<file path="config.mk">
export PLATFORM = sky130hd
export DESIGN_NAME = bu_ntt_pipe
export DESIGN_NICKNAME = d
export VERILOG_FILES = /design/src/rtl/ntt_pkg.sv /design/src/rtl/mod_mul_barrett.sv /design/src/rtl/bu_ntt_pipe.sv
export SDC_FILE = /design/constraint.sdc
export NUM_CORES = 1
export LEC_CHECK = 0
export CORE_AREA = 2 2 356 217
export DETAILED_ROUTE_END_ITERATION = 10
export DIE_AREA = 0 0 358 219
export PLACE_DENSITY = 0.47
export SLEW_MARGIN = 10
export SYNTH_ARGS = -nofsm -noshare
export SYNTH_HDL_FRONTEND = slang
export SYNTH_SLANG_ARGS = --single-unit
</file>
<file path="constraint.sdc">
create_clock -name clk -period 16.6 [get_ports clk]
set_input_delay 4.98 -clock clk [delete_from_list [all_inputs] [get_ports clk]]
set_output_delay 4.98 -clock clk [all_outputs]
set_load 0.005 [all_outputs]
</file>
<file path="src/rtl/ntt_pkg.sv">
// ntt_pkg: shared constants, mode encoding and Barrett helpers for the ML-KEM NTT butterfly datapath
package ntt_pkg;
    localparam int NTT_DW  = 12;
    localparam int NTT_Q   = 3329;
    localparam int INV2    = 1665;
    localparam int LATENCY = 4;
    typedef enum logic {MODE_NTT = 1'b0, MODE_INTT = 1'b1} mode_e;
    function automatic int barrett_k(input int dw);
        return 2 * dw + 2;
    endfunction
    function automatic longint unsigned barrett_m(input int q, input int dw);
        return longint'((longint'(1) << barrett_k(dw)) / longint'(q));
    endfunction
    localparam int              BARRETT_K = barrett_k(NTT_DW);
    localparam longint unsigned BARRETT_M = barrett_m(NTT_Q, NTT_DW);
endpackage

</file>
<file path="src/rtl/mod_mul_barrett.sv">
// mod_mul_barrett: two-stage (a*b) mod Q; stage 1 registers the full product, stage 2 the Barrett-reduced result.
// Ports: clk; i_en shared pipeline enable; i_a, i_b operands < Q; o_t result in [0, Q), valid two enabled edges later.
module mod_mul_barrett import ntt_pkg::*; #(
    parameter int DW = NTT_DW,
    parameter int Q  = NTT_Q
) (
    input  logic          clk,
    input  logic          i_en,
    input  logic [DW-1:0] i_a,
    input  logic [DW-1:0] i_b,
    output logic [DW-1:0] o_t
);
    localparam int              K  = barrett_k(DW);
    localparam int              PW = 2 * DW + K;
    localparam logic [PW-1:0]   M  = PW'(barrett_m(Q, DW));
    localparam logic [2*DW-1:0] QW = (2*DW)'(Q);
    logic [2*DW-1:0] r_p, w_q, w_r;
    logic [PW-1:0]   w_pm;
    logic [DW-1:0]   r_t;
    // K = 2*DW+2 keeps the quotient estimate at most one short, so one subtract suffices
    always_comb begin
        w_pm = PW'(r_p) * M;
        w_q  = (2*DW)'(w_pm >> K);
        w_r  = r_p - w_q * QW;
    end
    always_ff @(posedge clk)
        if (i_en) begin
            r_p <= {{DW{1'b0}}, i_a} * {{DW{1'b0}}, i_b};
            r_t <= w_r >= QW ? DW'(w_r - QW) : DW'(w_r);
        end
    assign o_t = r_t;
endmodule

</file>
<file path="src/rtl/bu_ntt_pipe.sv">
// bu_ntt_pipe: multi-lane pipelined NTT/INTT butterfly with valid/ready flow control and a global stall.
// Ports: clk, rst (sync, active-high); in_valid/in_ready/in_mode/in_half/in_a/in_b/in_w input beat (lane 0 in LSBs);
//        out_valid/out_ready/out_a/out_b/out_mode output beat; busy = any stage holds a valid beat.
module bu_ntt_pipe import ntt_pkg::*; #(
    parameter int LANES = 1,
    parameter int DW    = NTT_DW,
    parameter int Q     = NTT_Q
) (
    input  logic              clk,
    input  logic              rst,
    input  logic              in_valid,
    output logic              in_ready,
    input  logic              in_mode,
    input  logic              in_half,
    input  logic [LANES*DW-1:0] in_a,
    input  logic [LANES*DW-1:0] in_b,
    input  logic [LANES*DW-1:0] in_w,
    output logic              out_valid,
    input  logic              out_ready,
    output logic [LANES*DW-1:0] out_a,
    output logic [LANES*DW-1:0] out_b,
    output logic              out_mode,
    output logic              busy
);
    localparam logic [DW:0] QE = (DW+1)'(Q);
    logic       w_en;
    logic [4:0] r_v, r_mode;
    logic [3:0] r_half;
    function automatic logic [DW-1:0] mod_add(input logic [DW-1:0] x, input logic [DW-1:0] y);
        logic [DW:0] s;
        s = {1'b0, x} + {1'b0, y};
        return s >= QE ? DW'(s - QE) : DW'(s);
    endfunction
    function automatic logic [DW-1:0] mod_sub(input logic [DW-1:0] x, input logic [DW-1:0] y);
        return x >= y ? x - y : DW'({1'b0, x} + QE - {1'b0, y});
    endfunction
    // x * 2^-1 mod Q without a multiplier: odd values borrow one Q to become even
    function automatic logic [DW-1:0] halve(input logic [DW-1:0] x);
        return x[0] ? DW'(({1'b0, x} + QE) >> 1) : x >> 1;
    endfunction
    // whole pipeline freezes on output backpressure; bubbles are not compressed
    assign w_en      = !(r_v[4] && !out_ready);
    assign in_ready  = w_en;
    assign out_valid = r_v[4];
    assign out_mode  = r_mode[4];
    assign busy      = |r_v;
    always_ff @(posedge clk)
        if (rst) begin
            r_v    <= '0;
            r_mode <= '0;
            r_half <= '0;
        end else if (w_en) begin
            r_v    <= {r_v[3:0], in_valid};
            r_mode <= {r_mode[3:0], in_mode};
            r_half <= {r_half[2:0], in_half};
        end
    for (genvar g = 0; g < LANES; g++) begin : g_lane
        logic [DW-1:0] r_a0, r_b0, r_w0, r_a1, r_w1, r_x1, r_s1, r_a2, r_s2, r_a3, r_s3, r_oa, r_ob, w_t;
        always_ff @(posedge clk)
            if (w_en) begin
                r_a0 <= in_a[g*DW +: DW];
                r_b0 <= in_b[g*DW +: DW];
                r_w0 <= in_w[g*DW +: DW];
                r_a1 <= r_a0;
                r_w1 <= r_w0;
                r_s1 <= mod_add(r_a0, r_b0);
                r_x1 <= r_mode[0] == MODE_INTT ? mod_sub(r_a0, r_b0) : r_b0;
                r_a2 <= r_a1;
                r_s2 <= r_s1;
                r_a3 <= r_a2;
                r_s3 <= r_s2;
            end
        mod_mul_barrett #(.DW(DW), .Q(Q)) u_mul (
            .clk  (clk),
            .i_en (w_en),
            .i_a  (r_w1),
            .i_b  (r_x1),
            .o_t  (w_t)
        );
        // output registers load only real beats so they hold the last result between beats
        always_ff @(posedge clk)
            if (rst) begin
                r_oa <= '0;
                r_ob <= '0;
            end else if (w_en && r_v[3]) begin
                r_oa <= r_mode[3] == MODE_INTT ? (r_half[3] ? halve(r_s3) : r_s3) : mod_add(r_a3, w_t);
                r_ob <= r_mode[3] == MODE_INTT ? (r_half[3] ? halve(w_t) : w_t) : mod_sub(r_a3, w_t);
            end
        assign out_a[g*DW +: DW] = r_oa;
        assign out_b[g*DW +: DW] = r_ob;
    end
endmodule

</file>
==> implementation parameters <==
Parameter                              Value

Outcome
  Status    finished, final reports clean

Hold path
  Class of the worst hold path    reg -> reg

Placed design
  HPWL Detailed    57500 um
  Final weighted congestion in routability-driven placement    0.898
  # port buffers    69

Worst setup path
  Capturing point of the worst reg2reg path    g_lane[0].u_mul.o_t[7]
  Register-to-Register Setup Slack    around 4.3 ns
  Sort of element at the end of the critical path    flip-flop
  Worst Path Class, Setup    reg -> reg
  Maximum fanout count along the critical path    18
  Endpoint arrival time on the critical path    12.59 ns
  Crit Reg-Reg Startpoint    g_lane[0].u_mul.r_p[20]
  Highest-delay cell along the critical path    sky130_fd_sc_hd__nor4_4
  Required time of the critical path    ~17 ns
  Type of element launching the critical path    flip-flop
  Depth of the worst register-to-register path    35
  Delay of the slowest cell on the worst path    ~0.8 ns
  Launch point of the worst path    g_lane[0].u_mul.r_p[20]
  CP Capture Point    g_lane[0].u_mul.o_t[7]
  Cell mode on critical path    sky130_fd_sc_hd__fa_1

Timing
  Max-slew violation count    0
  Transition time at the pin with the least slew margin    1.11 ns
  Final min period    12.30 ns
  Unrepaired setup endpoints after global routing    false
  Worst clock skew on the final layout    between 0.015 and 0.02 ns
  Final Hold Vio Count    0
  Final number of setup-violating endpoints    0
  Portion of the clock cycle consumed by the worst path in the final layout    about 74%
  Slew headroom    a little under a quarter
  Max frequency    between 80 and 90 MHz
  Post-route setup TNS    0 ns

Final layout
  Diodes inserted    0
  Final net count    3428
  Fraction of layout cells with a size suffix above 1    3.10%
  Area growth from synthesis to final layout    9.25%
  Final core occ    roughly two fifths

Synth
  Total of flip-flops plus latches after synthesis    206
  Distinct cells, synth    90
  Cell area after synthesis    ~0.026 sq mm
  Sequential fraction of the synthesis area    between 20% and 30%
  Number of standard cells after synthesis    between 2000 and 3000
  Number of warnings printed during yosys synthesis    0
  Top_reg_cell synth    sky130_fd_sc_hd__edfxtp_1
  Synth cell count leaders    sky130_fd_sc_hd__inv_1 (498), sky130_fd_sc_hd__ha_1 (364), sky130_fd_sc_hd__fa_1 (297), sky130_fd_sc_hd__nand2_1 (218), sky130_fd_sc_hd__edfxtp_1 (168)
  Top-count cell post-synth    sky130_fd_sc_hd__inv_1
  Number of enable flip-flop cells after synthesis    168
  Synthesized area per cell    9.68 sq um
  Cell accounting for the most synthesized area    sky130_fd_sc_hd__fa_1
  Async set-reset flop share out of synthesis    0%
  Top cells by area, synth    sky130_fd_sc_hd__fa_1 (23%), sky130_fd_sc_hd__edfxtp_1 (19%), sky130_fd_sc_hd__ha_1 (17%)
  Post-Synthesis Net Count    3405
  Top cell type's share of synthesized area    22.7%

Global routing
  Number of antenna violations at the first check in global routing    1
  Grt ovf    0
  Via count of the first global-routing pass    19000
  Largest net degree at the start of global routing    87
  Global-route total usage across every layer    17.8%
  Wire length of the first global-routing pass    109000 um

CTS
  Maximum number of buffers from clock root to sink    3
  TritonCTS clock tree    built
  Library cell used as clock root buffer    sky130_fd_sc_hd__clkbuf_16
  Sink Count    206
  Clock-pin slew of the registers on the worst-case setup and hold paths    0.08 ns
  Post-CTS Repair Setup Buffers    0
  Clock latency of the later-clocked register in the worst-skew pair    0.54 ns
  CTS Buf Count    23
  Resized Gates After CTS    0
  CTS H-tree depth    1
  Hold-fix buffers, CTS    0

Floorplan
  Die Width    358 um
  I/O Pins    70
  Vertical die dimension    about 220 um
  Total Die Area    0.0784 sq mm
  Initial core utilization    34.9%
  Standard-cell rows    78
  Area of the core    ~0.075 sq mm

Routing
  ANT nets after route    0
  Wire length per cell after detailed routing    18.4 um
  DRC viols    0
  Via count    between 15000 and 20000
  Number of optimization iterations in the first detailed-route pass    5
  Average via count per standard cell    about 5
  Total routed wirelength    68600 um
  DRC violation total after the first TritonRoute iteration    1291

Run
  Max-Cap Viols    0
==> placed cells by master, fill, tap and decap left out, types with 6 or more instances in the layout <==
cell type	n
sky130_fd_sc_hd__a2111oi_0	11
sky130_fd_sc_hd__a211o_1	7
sky130_fd_sc_hd__a211oi_1	23
sky130_fd_sc_hd__a21o_1	25
sky130_fd_sc_hd__a21oi_1	135
sky130_fd_sc_hd__a31oi_1	15
sky130_fd_sc_hd__and2_1	59
sky130_fd_sc_hd__and3_1	17
sky130_fd_sc_hd__and4_1	6
sky130_fd_sc_hd__buf_4	10
sky130_fd_sc_hd__clkbuf_16	24
sky130_fd_sc_hd__clkdlybuf4s50_1	69
sky130_fd_sc_hd__dfxtp_1	38
sky130_fd_sc_hd__edfxtp_1	168
sky130_fd_sc_hd__fa_1	297
sky130_fd_sc_hd__ha_1	364
sky130_fd_sc_hd__inv_1	497
sky130_fd_sc_hd__mux2i_1	12
sky130_fd_sc_hd__nand2_1	218
sky130_fd_sc_hd__nand2b_1	17
sky130_fd_sc_hd__nand3_1	46
sky130_fd_sc_hd__nand4_1	17
sky130_fd_sc_hd__nor2_1	121
sky130_fd_sc_hd__nor2b_1	22
sky130_fd_sc_hd__nor3_1	39
sky130_fd_sc_hd__nor4_1	14
sky130_fd_sc_hd__o211ai_1	29
sky130_fd_sc_hd__o21a_1	23
sky130_fd_sc_hd__o21ai_0	99
sky130_fd_sc_hd__o21bai_1	17
sky130_fd_sc_hd__o311ai_0	9
sky130_fd_sc_hd__o31ai_1	14
sky130_fd_sc_hd__o41ai_1	7
sky130_fd_sc_hd__or2_2	6
sky130_fd_sc_hd__or3_1	17
sky130_fd_sc_hd__xnor2_1	91
sky130_fd_sc_hd__xor2_1	32
==> worst min path at each step <==
| stage | end | from | cells past startpoint | slack [ns] |
|---|---|---|---|---|
| 2_1_floorplan | g_lane[0].r_a2[0] | g_lane[0].r_a1[0] | 0 | 0.40 |
| 3_3_place_gp | g_lane[0].r_s3[11] | g_lane[0].r_s2[11] | 0 | 0.40 |
| 3_5_place_dp | g_lane[0].r_a2[3] | g_lane[0].r_a1[3] | 0 | 0.40 |
| 4_1_cts | g_lane[0].r_a3[6] | g_lane[0].r_a2[6] | 0 | 0.41 |
| 5_1_grt | g_lane[0].r_w1[3] | g_lane[0].r_w0[3] | 0 | 0.42 |
| 6_report | g_lane[0].r_a3[6] | g_lane[0].r_a2[6] | 0 | 0.41 |
==> registers in the layout (all words and copies together), names as in the netlist <==
name and flops:
r_half 4, out_a 12, out_b 12, r_mode 5
g_lane.u_mul.r_p 24, g_lane.r_x1 12, g_lane.u_mul.o_t 12, g_lane.r_s3 12
g_lane.r_b0 12, r_v 5, g_lane.r_a1 12, g_lane.r_w0 12
g_lane.r_w1 12, g_lane.r_s1 12, g_lane.r_a0 12, g_lane.r_a2 12
g_lane.r_s2 12, g_lane.r_a3 12
==> worst max-delay path: cells and delay by family (launching register included) <==
kind            cells  cell delay, ns
compound gates     12            3.66
xor+xnor            1            0.39
buf+inv             5            0.57
fa+ha+maj          13            5.64
flops               1            0.52
simple gates        4            1.26
==> through the flow <==
stage,instances,hold WS (ns),worst slack [ns],area [sq um]
5_1_grt,3740,0.421,3.43,28600
2_1_floorplan,2702,0.400,1.65,26100
3_5_place_dp,3700,0.405,4.37,27800
6_report,3740,0.406,4.30,28600
3_3_place_gp,3700,0.401,4.63,27800
4_1_cts,3740,0.405,4.28,28600
==> layout make-up <==
type | instances | area, sq um
clock buffers | 27 | 622
well taps | 1000 | 1250
clock inverters | 13 | 103
multi-input cells | 1916 | 18100
repair buffers | 79 | 766
flip-flops and latches | 206 | 5810
fillers | 7546 | 46400
inverters | 499 | 1880
==> logic make-up (layout without fill, tap and decap cells) <==
group	count (synthesis)	after routing	synth area share, %
mux	15	15	0.589
simple gates	627	627	11.7
flops	206	206	22.2
xor+xnor	124	124	4.21
compound gates	489	489	12.7
fa+ha+maj	661	661	40.2
buf+inv	580	618	8.43
==> per-layer routing <==
layer  track usage [%]  vias up  share of wire, %
li1                  -     9112                 -
met1              30.3     9368                56
met2              22.9      438                37
met3              3.31       44               6.6
met4              2.18        0               1.0
met5                 0        -                 0
Power is not shown: default switching activity piles up to over one toggle a cycle in this logic, so the estimate is an artifact.
